### config.mk
export PLATFORM = sky130hd
export DESIGN_NAME = sim_run_ctrl
export DESIGN_NICKNAME = d
export VERILOG_FILES = /design/src/rtl/sim_run_ctrl_pkg.sv /design/src/rtl/sim_run_ctrl_rst_stagger.sv /design/src/rtl/sim_run_ctrl.sv
export SDC_FILE = /design/constraint.sdc
export NUM_CORES = 1
export LEC_CHECK = 0
export CAP_MARGIN = 20
export CORE_ASPECT_RATIO = 0.9
export CORE_MARGIN = 4
export CORE_UTILIZATION = 40
export DETAILED_ROUTE_END_ITERATION = 10
export PLACE_DENSITY = 0.64
export SYNTH_ARGS = -nofsm -noshare
export SYNTH_HDL_FRONTEND = slang
export SYNTH_HIERARCHICAL = 1
export SYNTH_SLANG_ARGS = --single-unit
### constraint.sdc
create_clock -name clk_i -period 3.2 [get_ports clk_i]
set_input_delay 0.48 -clock clk_i [delete_from_list [all_inputs] [get_ports clk_i]]
set_output_delay 0.48 -clock clk_i [all_outputs]
set_load 0.01 [all_outputs]
### src/rtl/sim_run_ctrl_pkg.sv
// Shared types for the simulation run controller.
//   state_e : FSM state encoding, also driven out on state_o.
//   cause_e : reason the run ended, driven out on cause_o.
package sim_run_ctrl_pkg;

  typedef enum logic [2:0] {
    ST_IDLE  = 3'd0,
    ST_RESET = 3'd1,
    ST_RUN   = 3'd2,
    ST_DRAIN = 3'd3,
    ST_DONE  = 3'd4
  } state_e;

  typedef enum logic [1:0] {
    CAUSE_NONE  = 2'd0,
    CAUSE_LIMIT = 2'd1,
    CAUSE_STOP  = 2'd2,
    CAUSE_WDOG  = 2'd3
  } cause_e;

  // Counter width able to hold 0..max_val (never narrower than 1 bit).
  function automatic int cnt_width(input int max_val);
    return (max_val < 1) ? 1 : $clog2(max_val + 1);
  endfunction

endpackage

### src/rtl/sim_run_ctrl_rst_stagger.sv
// Staggered release of N_RST active-low reset channels.
// A phase counter runs while 'active' is high; channel k is released
// (registered to 1) once ph >= RST_CYCLES + k*STAGGER and stays released
// until 'clear'. all_released is the AND of the registered channels.
// Ports:
//   clk, reset     : clock, synchronous active-high reset
//   clear          : restart the sequence (ph and all channels back to 0)
//   active         : FSM is in RESET, advance the phase counter
//   rst_n          : per-channel active-low reset, registered
//   all_released   : every channel is 1
module rst_stagger
  import sim_run_ctrl_pkg::*;
#(
  parameter int N_RST      = 2,
  parameter int RST_CYCLES = 11,
  parameter int STAGGER    = 2
) (
  input  logic             clk,
  input  logic             reset,
  input  logic             clear,
  input  logic             active,
  output logic [N_RST-1:0] rst_n,
  output logic             all_released
);

  localparam int MAX_THR = RST_CYCLES + (N_RST - 1) * STAGGER;
  // One spare count above the last threshold so ph can saturate past it.
  localparam int PH_W    = cnt_width(MAX_THR + 1);

  logic [PH_W-1:0]  ph;
  logic [N_RST-1:0] hit;

  genvar k;
  generate
    for (k = 0; k < N_RST; k++) begin : g_ch
      localparam logic [PH_W-1:0] THR = PH_W'(RST_CYCLES + k * STAGGER);
      assign hit[k] = (ph >= THR);
    end
  endgenerate

  always_ff @(posedge clk) begin
    if (reset || clear) begin
      ph    <= '0;
      rst_n <= '0;
    end else if (active) begin
      if (ph != '1) ph <= ph + 1'b1;
      // Sticky: once released a channel never re-asserts within RESET.
      rst_n <= rst_n | hit;
    end
  end

  assign all_released = &rst_n;

endmodule

### src/rtl/sim_run_ctrl.sv
// Reset sequencer and run-length controller for simulation tops.
// Drives staggered DUT resets, counts RUN cycles and DUT events, ends the
// run on stop request / cycle limit / optional watchdog, drains, then
// pulses finish_o once on entry to DONE.
// Optional feature: define SIM_RUN_CTRL_WDOG_EN to build the idle-event
// watchdog (cause 3). Without it no watchdog logic exists.
// Ports:
//   clk_i, reset  : clock, synchronous active-high reset
//   run_i         : start request, honoured in IDLE and DONE
//   event_i       : one-cycle DUT event strobe
//   stop_req_i    : early end request, honoured in RUN
//   rst_n_o       : per-channel active-low DUT reset
//   clk_cnt_o     : RUN cycles elapsed (saturating)
//   event_cnt_o   : events counted in RUN and DRAIN (saturating)
//   state_o       : FSM state encoding
//   cause_o       : end cause (none/limit/stop/watchdog)
//   done_o        : high while in DONE
//   finish_o      : one-cycle pulse on entry to DONE
module sim_run_ctrl
  import sim_run_ctrl_pkg::*;
#(
  parameter int N_RST        = 2,
  parameter int RST_CYCLES   = 11,
  parameter int STAGGER      = 2,
  parameter int MAX_CYCLES   = 60,
  parameter int DRAIN_CYCLES = 4,
  parameter int CNT_W        = 32,
  parameter int EVT_W        = 64,
  parameter int WDOG_CYCLES  = 1000
) (
  input  logic             clk_i,
  input  logic             reset,
  input  logic             run_i,
  input  logic             event_i,
  input  logic             stop_req_i,
  output logic [N_RST-1:0] rst_n_o,
  output logic [CNT_W-1:0] clk_cnt_o,
  output logic [EVT_W-1:0] event_cnt_o,
  output logic [2:0]       state_o,
  output logic [1:0]       cause_o,
  output logic             done_o,
  output logic             finish_o
);

  localparam logic [CNT_W-1:0] LIM_LAST =
    (MAX_CYCLES == 0) ? '0 : CNT_W'(MAX_CYCLES - 1);
  localparam int DRN_W = cnt_width(DRAIN_CYCLES);
  localparam logic [DRN_W-1:0] DRN_LAST =
    (DRAIN_CYCLES == 0) ? '0 : DRN_W'(DRAIN_CYCLES - 1);

  state_e           state, state_n;
  cause_e           cause, end_cause;
  logic [CNT_W-1:0] clk_cnt;
  logic [EVT_W-1:0] event_cnt;
  logic [DRN_W-1:0] drain_cnt;
  logic             done, finish;
  logic             start, all_released;
  logic             stop_hit, lim_hit, wdog_hit, end_any;

  assign start = run_i && ((state == ST_IDLE) || (state == ST_DONE));

  rst_stagger #(
    .N_RST      (N_RST),
    .RST_CYCLES (RST_CYCLES),
    .STAGGER    (STAGGER)
  ) u_rst_stagger (
    .clk          (clk_i),
    .reset        (reset),
    .clear        (start),
    .active       (state == ST_RESET),
    .rst_n        (rst_n_o),
    .all_released (all_released)
  );

`ifdef SIM_RUN_CTRL_WDOG_EN
  localparam int WD_W = cnt_width(WDOG_CYCLES);
  localparam logic [WD_W-1:0] WD_LAST =
    (WDOG_CYCLES < 1) ? '0 : WD_W'(WDOG_CYCLES - 1);

  logic [WD_W-1:0] idle_cnt;

  // Cycles since the last event; only meaningful while in RUN.
  always_ff @(posedge clk_i) begin
    if (reset || state != ST_RUN) idle_cnt <= '0;
    else if (event_i)             idle_cnt <= '0;
    else if (idle_cnt != '1)      idle_cnt <= idle_cnt + 1'b1;
  end

  // Expires on the cycle that would make the idle count reach WDOG_CYCLES.
  assign wdog_hit = (state == ST_RUN) && !event_i && (idle_cnt == WD_LAST);
`else
  // Watchdog not built. A negative WDOG_CYCLES is meaningless, so this is
  // constant false; it keeps the parameter referenced in this build.
  assign wdog_hit = (WDOG_CYCLES < 0);
`endif

  assign stop_hit = stop_req_i;
  assign lim_hit  = (MAX_CYCLES != 0) && (clk_cnt == LIM_LAST);
  assign end_any  = stop_hit || lim_hit || wdog_hit;

  // Priority: stop > limit > watchdog.
  always_comb begin
    end_cause = CAUSE_NONE;
    if (stop_hit)      end_cause = CAUSE_STOP;
    else if (lim_hit)  end_cause = CAUSE_LIMIT;
    else if (wdog_hit) end_cause = CAUSE_WDOG;
  end

  always_comb begin
    state_n = state;
    case (state)
      ST_IDLE:  if (run_i) state_n = ST_RESET;
      ST_RESET: if (all_released) state_n = ST_RUN;
      ST_RUN:   if (end_any) state_n = (DRAIN_CYCLES == 0) ? ST_DONE : ST_DRAIN;
      ST_DRAIN: if (drain_cnt == DRN_LAST) state_n = ST_DONE;
      ST_DONE:  if (run_i) state_n = ST_RESET;
      default:  state_n = ST_IDLE;
    endcase
  end

  always_ff @(posedge clk_i) begin
    if (reset) begin
      state     <= ST_IDLE;
      cause     <= CAUSE_NONE;
      clk_cnt   <= '0;
      event_cnt <= '0;
      drain_cnt <= '0;
      done      <= 1'b0;
      finish    <= 1'b0;
    end else begin
      state  <= state_n;
      done   <= (state_n == ST_DONE);
      finish <= (state_n == ST_DONE) && (state != ST_DONE);

      if (state == ST_DRAIN) drain_cnt <= drain_cnt + 1'b1;
      else                   drain_cnt <= '0;

      if (start) begin
        clk_cnt   <= '0;
        event_cnt <= '0;
        cause     <= CAUSE_NONE;
      end else begin
        if (state == ST_RUN) begin
          if (clk_cnt != '1) clk_cnt <= clk_cnt + 1'b1;
          if (end_any)       cause   <= end_cause;
        end
        // Events count in RUN (including the exit cycle) and all of DRAIN.
        if ((state == ST_RUN || state == ST_DRAIN) && event_i && event_cnt != '1)
          event_cnt <= event_cnt + 1'b1;
      end
    end
  end

  assign state_o     = state;
  assign cause_o     = cause;
  assign clk_cnt_o   = clk_cnt;
  assign event_cnt_o = event_cnt;
  assign done_o      = done;
  assign finish_o    = finish;

endmodule
==> results.tsv <==
stage	metric	value	unit
pwr	share of power burned in registers	0.521	
clock_tree	postcts setup bufs	0	
global_routing	global-route wire length before repair	25.27	mm
pwr	Net Sw Frac	0.2094	
sta	fmax	0.3286	GHz
clock_tree	clock sink count	112	
clock_tree	CTS Hold Bufs	0	
drt	Total Wirelength	15.30	mm
layout	post-route core utilization	0.5316	
clock_tree	CTS-repair resized insts	0	
setup_path	CP max FO	10	
setup_path	crit-path max cell delay	580	ps
setup_path	crit path DAT	3320	ps
sta	Setup Viol. Count Final	0	
yosys	Syn Inst Count	683	
outcome	outcome	finished clean	
pwr	pwr dens	378.1	nW/um^2
yosys	Synth area leader	dfxtp_1	
placed_design	placed cells	946	
clock_tree	clock-pin slew on the worst setup and hold paths	70	ps
yosys	post-synth top area share	0.4097	
yosys	register area share after synthesis	0.4097	
yosys	Post-synth EDFFs	0	
sta	Final Hold Fails	0	
setup_path	Setup crit end kind	flip-flop	
drt	Detail Route Antenna Nets	0	
sta	Max Transition Viols Final	0	
setup_path	Crit-path slowest cell	or4_1	
floorplanning	chip width	131.3	microns
floorplanning	die area	15620	sq um
pwr	Clock power frac	0.453	
layout	leading cell types in the layout, fill and taps excluded	dfxtp_1 (112), clkdlybuf4s50_1 (109), nor2_1 (68)	
yosys	Synth async-reset ratio	0	
floorplanning	I/O pin total	110	
sta	skew final	10.20	ps
floorplanning	Core ar.	13360	sq um
layout	Area Growth Syn to Fin	29.81	%
drt	DR vias/cell	5.713	
sta	Slew HR	0.4816	
setup_path	crit-path cells	nand4_2 -> or4_1 -> or4_1 -> or3_1 -> or4_1 -> a21oi_1	
setup_path	Worst R2R Setup Slack	160	ps
job	maxcap violations	0	
clock_tree	latest clock arrival within the worst-skew pair	360	ps
pwr	switching power	562.6	uW
setup_path	CP dominant cell by count	or4_1	
placed_design	Buffers on Ports	109	
sta	post-route setup slack	157.1	ps
layout	final std cells w/o fill	963	
clock_tree	total CTS buffers	9	
drt	initial DRC count	366	
pwr	Logic pwr share	0.026	
sta	crit path time final	3043	ps
setup_path	Crit Path Class	reg -> reg	
clock_tree	root buffer cell	clkbuf_16	
setup_path	Startpoint Class	flip-flop	
layout	nets	802	
drt	Routed wire per std cell	15.89	microns
clock_tree	CTS H-tree depth	3	
global_routing	initial antenna violation count	0	
floorplanning	die height	119.0	microns
yosys	Post-Syn Nets	695	
drt	Initial DRT Pass Iterations	4	
yosys	post-synth cell types	48	
yosys	largest cells by area after synthesis	dfxtp_1 (41%), nand4_1 (4.9%), or3_1 (4.8%)	
setup_path	CP top delay family	simple AND/OR/NAND/NOR gates	
floorplanning	starting density of the core	0.4096	
worst_hold_path	hold path cells	1	
layout	Filler Cells Inserted	1278	
pwr	worst vdd ir	255.7	uV
floorplanning	cell row count	40	
yosys	Avg Inst Size Synth	8.013	sq um
setup_path	RR Startpoint	event_cnt_o[20]$_SDFFE_PP0P_	
setup_path	Critical R2R Capture	event_cnt_o[57]$_SDFFE_PP0P_	
placed_design	worst slack, placed	191.8	ps
placed_design	routability cong.	0.8625	
worst_hold_path	Hold/Removal Path Class	reg -> reg	
layout	ratio of cells with drive above 1 in the final layout	0.04906	
drt	Via Count	5502	
global_routing	vias in the first global route	5222	
global_routing	largest net degree at the start of global routing	37	
drt	DR DRC count	0	
sta	period utilization	0.9509	
placed_design	hpwl dp	11.07	mm
layout	most common cell after layout, fill and taps aside	dfxtp_1	
layout	n_diodes	0	
pwr	leak pwr	0.002170	uW
yosys	Yosys reg bits	112	
sta	RSZ-0062 raised after global routing	no	
clock_tree	CTS tree	built	
global_routing	Overflow after GRT	0	
sta	Worst-Margin Slew	775.9	ps
yosys	Top FF cell, synth	dfxtp_1	
setup_path	R2R depth	6	
sta	setup_tns	0	ps
worst_hold_path	Min-Delay Endpoint	drain_cnt[0]$_SDFF_PP0_	
yosys	synth warn	6	
pwr	Cell Int Power	2124	uW
setup_path	CP required	3480	ps
yosys	Post-Syn Area	5473	sq um
global_routing	GRT Total Usage	0.1919	
clock_tree	maximum clock insertion buffer count	2	
worst_hold_path	hold path startpoint	drain_cnt[0]$_SDFF_PP0_	
setup_path	Worst Path Buf+Inv	0	
power groups by stage:
stage	registers (uW)	clock network [uW]	logic (uW)
2_1_floorplan	1430	0	46.1
3_3_place_gp	1430	0	68.7
3_5_place_dp	1430	0	70.0
4_1_cts	1400	1250	70.2
5_1_grt	1400	1300	77.8
6_report	1400	1220	69.3
worst max-delay path by stage:
stage | end | slack [ps] | depth (start not counted) | from
after floorplan | event_cnt_o[57]$_SDFFE_PP0P_ | 240 | 8 | event_cnt_o[19]$_SDFFE_PP0P_
after global placement | event_cnt_o[57]$_SDFFE_PP0P_ | 240 | 6 | event_cnt_o[20]$_SDFFE_PP0P_
after detailed placement | event_cnt_o[57]$_SDFFE_PP0P_ | 190 | 6 | event_cnt_o[20]$_SDFFE_PP0P_
after CTS | event_cnt_o[57]$_SDFFE_PP0P_ | 170 | 6 | event_cnt_o[20]$_SDFFE_PP0P_
after global routing | event_cnt_o[57]$_SDFFE_PP0P_ | 4 | 6 | event_cnt_o[20]$_SDFFE_PP0P_
final | event_cnt_o[57]$_SDFFE_PP0P_ | 160 | 6 | event_cnt_o[20]$_SDFFE_PP0P_
through the flow:
step           instance area, sq um  hold slack (ps)  power (uW)
4_1_cts                        7099            429.6        2720
2_1_floorplan                  5473            399.2        1475
6_report                       7104            424.2        2686
5_1_grt                        7104            454.4        2781
3_3_place_gp                   6784            409.4        1500
3_5_place_dp                   6784            412.8        1502
logic make-up after synthesis:
logic type               after synthesis  share of synthesized area
AO/OA/AOI/OAI                        125                     0.1333
AND/OR/NAND/NOR                      352                     0.3425
adder cells (fa/ha/maj)                7                    0.01600
multiplexers                           4                   0.007316
flip-flops                           112                     0.4097
XOR/XNOR                              37                    0.05921
buffers and inverters                 46                    0.03201
synthesized netlist by cell type, drive strengths merged (16+ instances only):
cell	instances
a21oi	48
clkbuf	28
dfxtp	112
inv	16
nand2	58
nand3	46
nand4	44
nor2	68
nor4	18
o21ai	40
or3	42
or4	21
xor2	29
metal layers:
| layer | vias up | GRT usage | part of all wire |
|---|---|---|---|
| li1 | 2729 | - | - |
| met1 | 2595 | 0.2411 | 0.45 |
| met2 | 164 | 0.3203 | 0.47 |
| met3 | 14 | 0.06503 | 0.070 |
| met4 | 0 | 0.04462 | 0.0088 |
| met5 | - | 0 | 0 |
layout make-up:
class                           instances  area [sq um]  area share
Multi-Input combinational cell        525          3060      0.4308
Clock inverter                          3         65.06    0.009158
Tap cell                              168         210.2     0.02959
Sequential cell                       112          2242      0.3156
Inverter                               16         60.06    0.008454
Clock buffer                           13         250.2     0.03522
Timing Repair Buffer                  126          1216      0.1712
flip-flops by register name, summed over array words and instances (netlist names):
| register | flops |
|---|---|
| state_o | 3 |
| event_cnt_o | 64 |
| drain_cnt | 3 |
| clk_cnt_o | 32 |
| cause_o | 2 |
| done_o | 1 |
| u_rst_stagger/rst_n | 2 |
| u_rst_stagger/ph | 4 |
| finish_o | 1 |
worst reg2reg max path, delay by kind of cell (launching register included):
| family | cells | cell delay [ps] |
|---|---|---|
| compound gates | 1 | 170 |
| simple gates | 5 | 2380 |
| flops | 1 | 420 |
(Power assumes the default switching activity.)
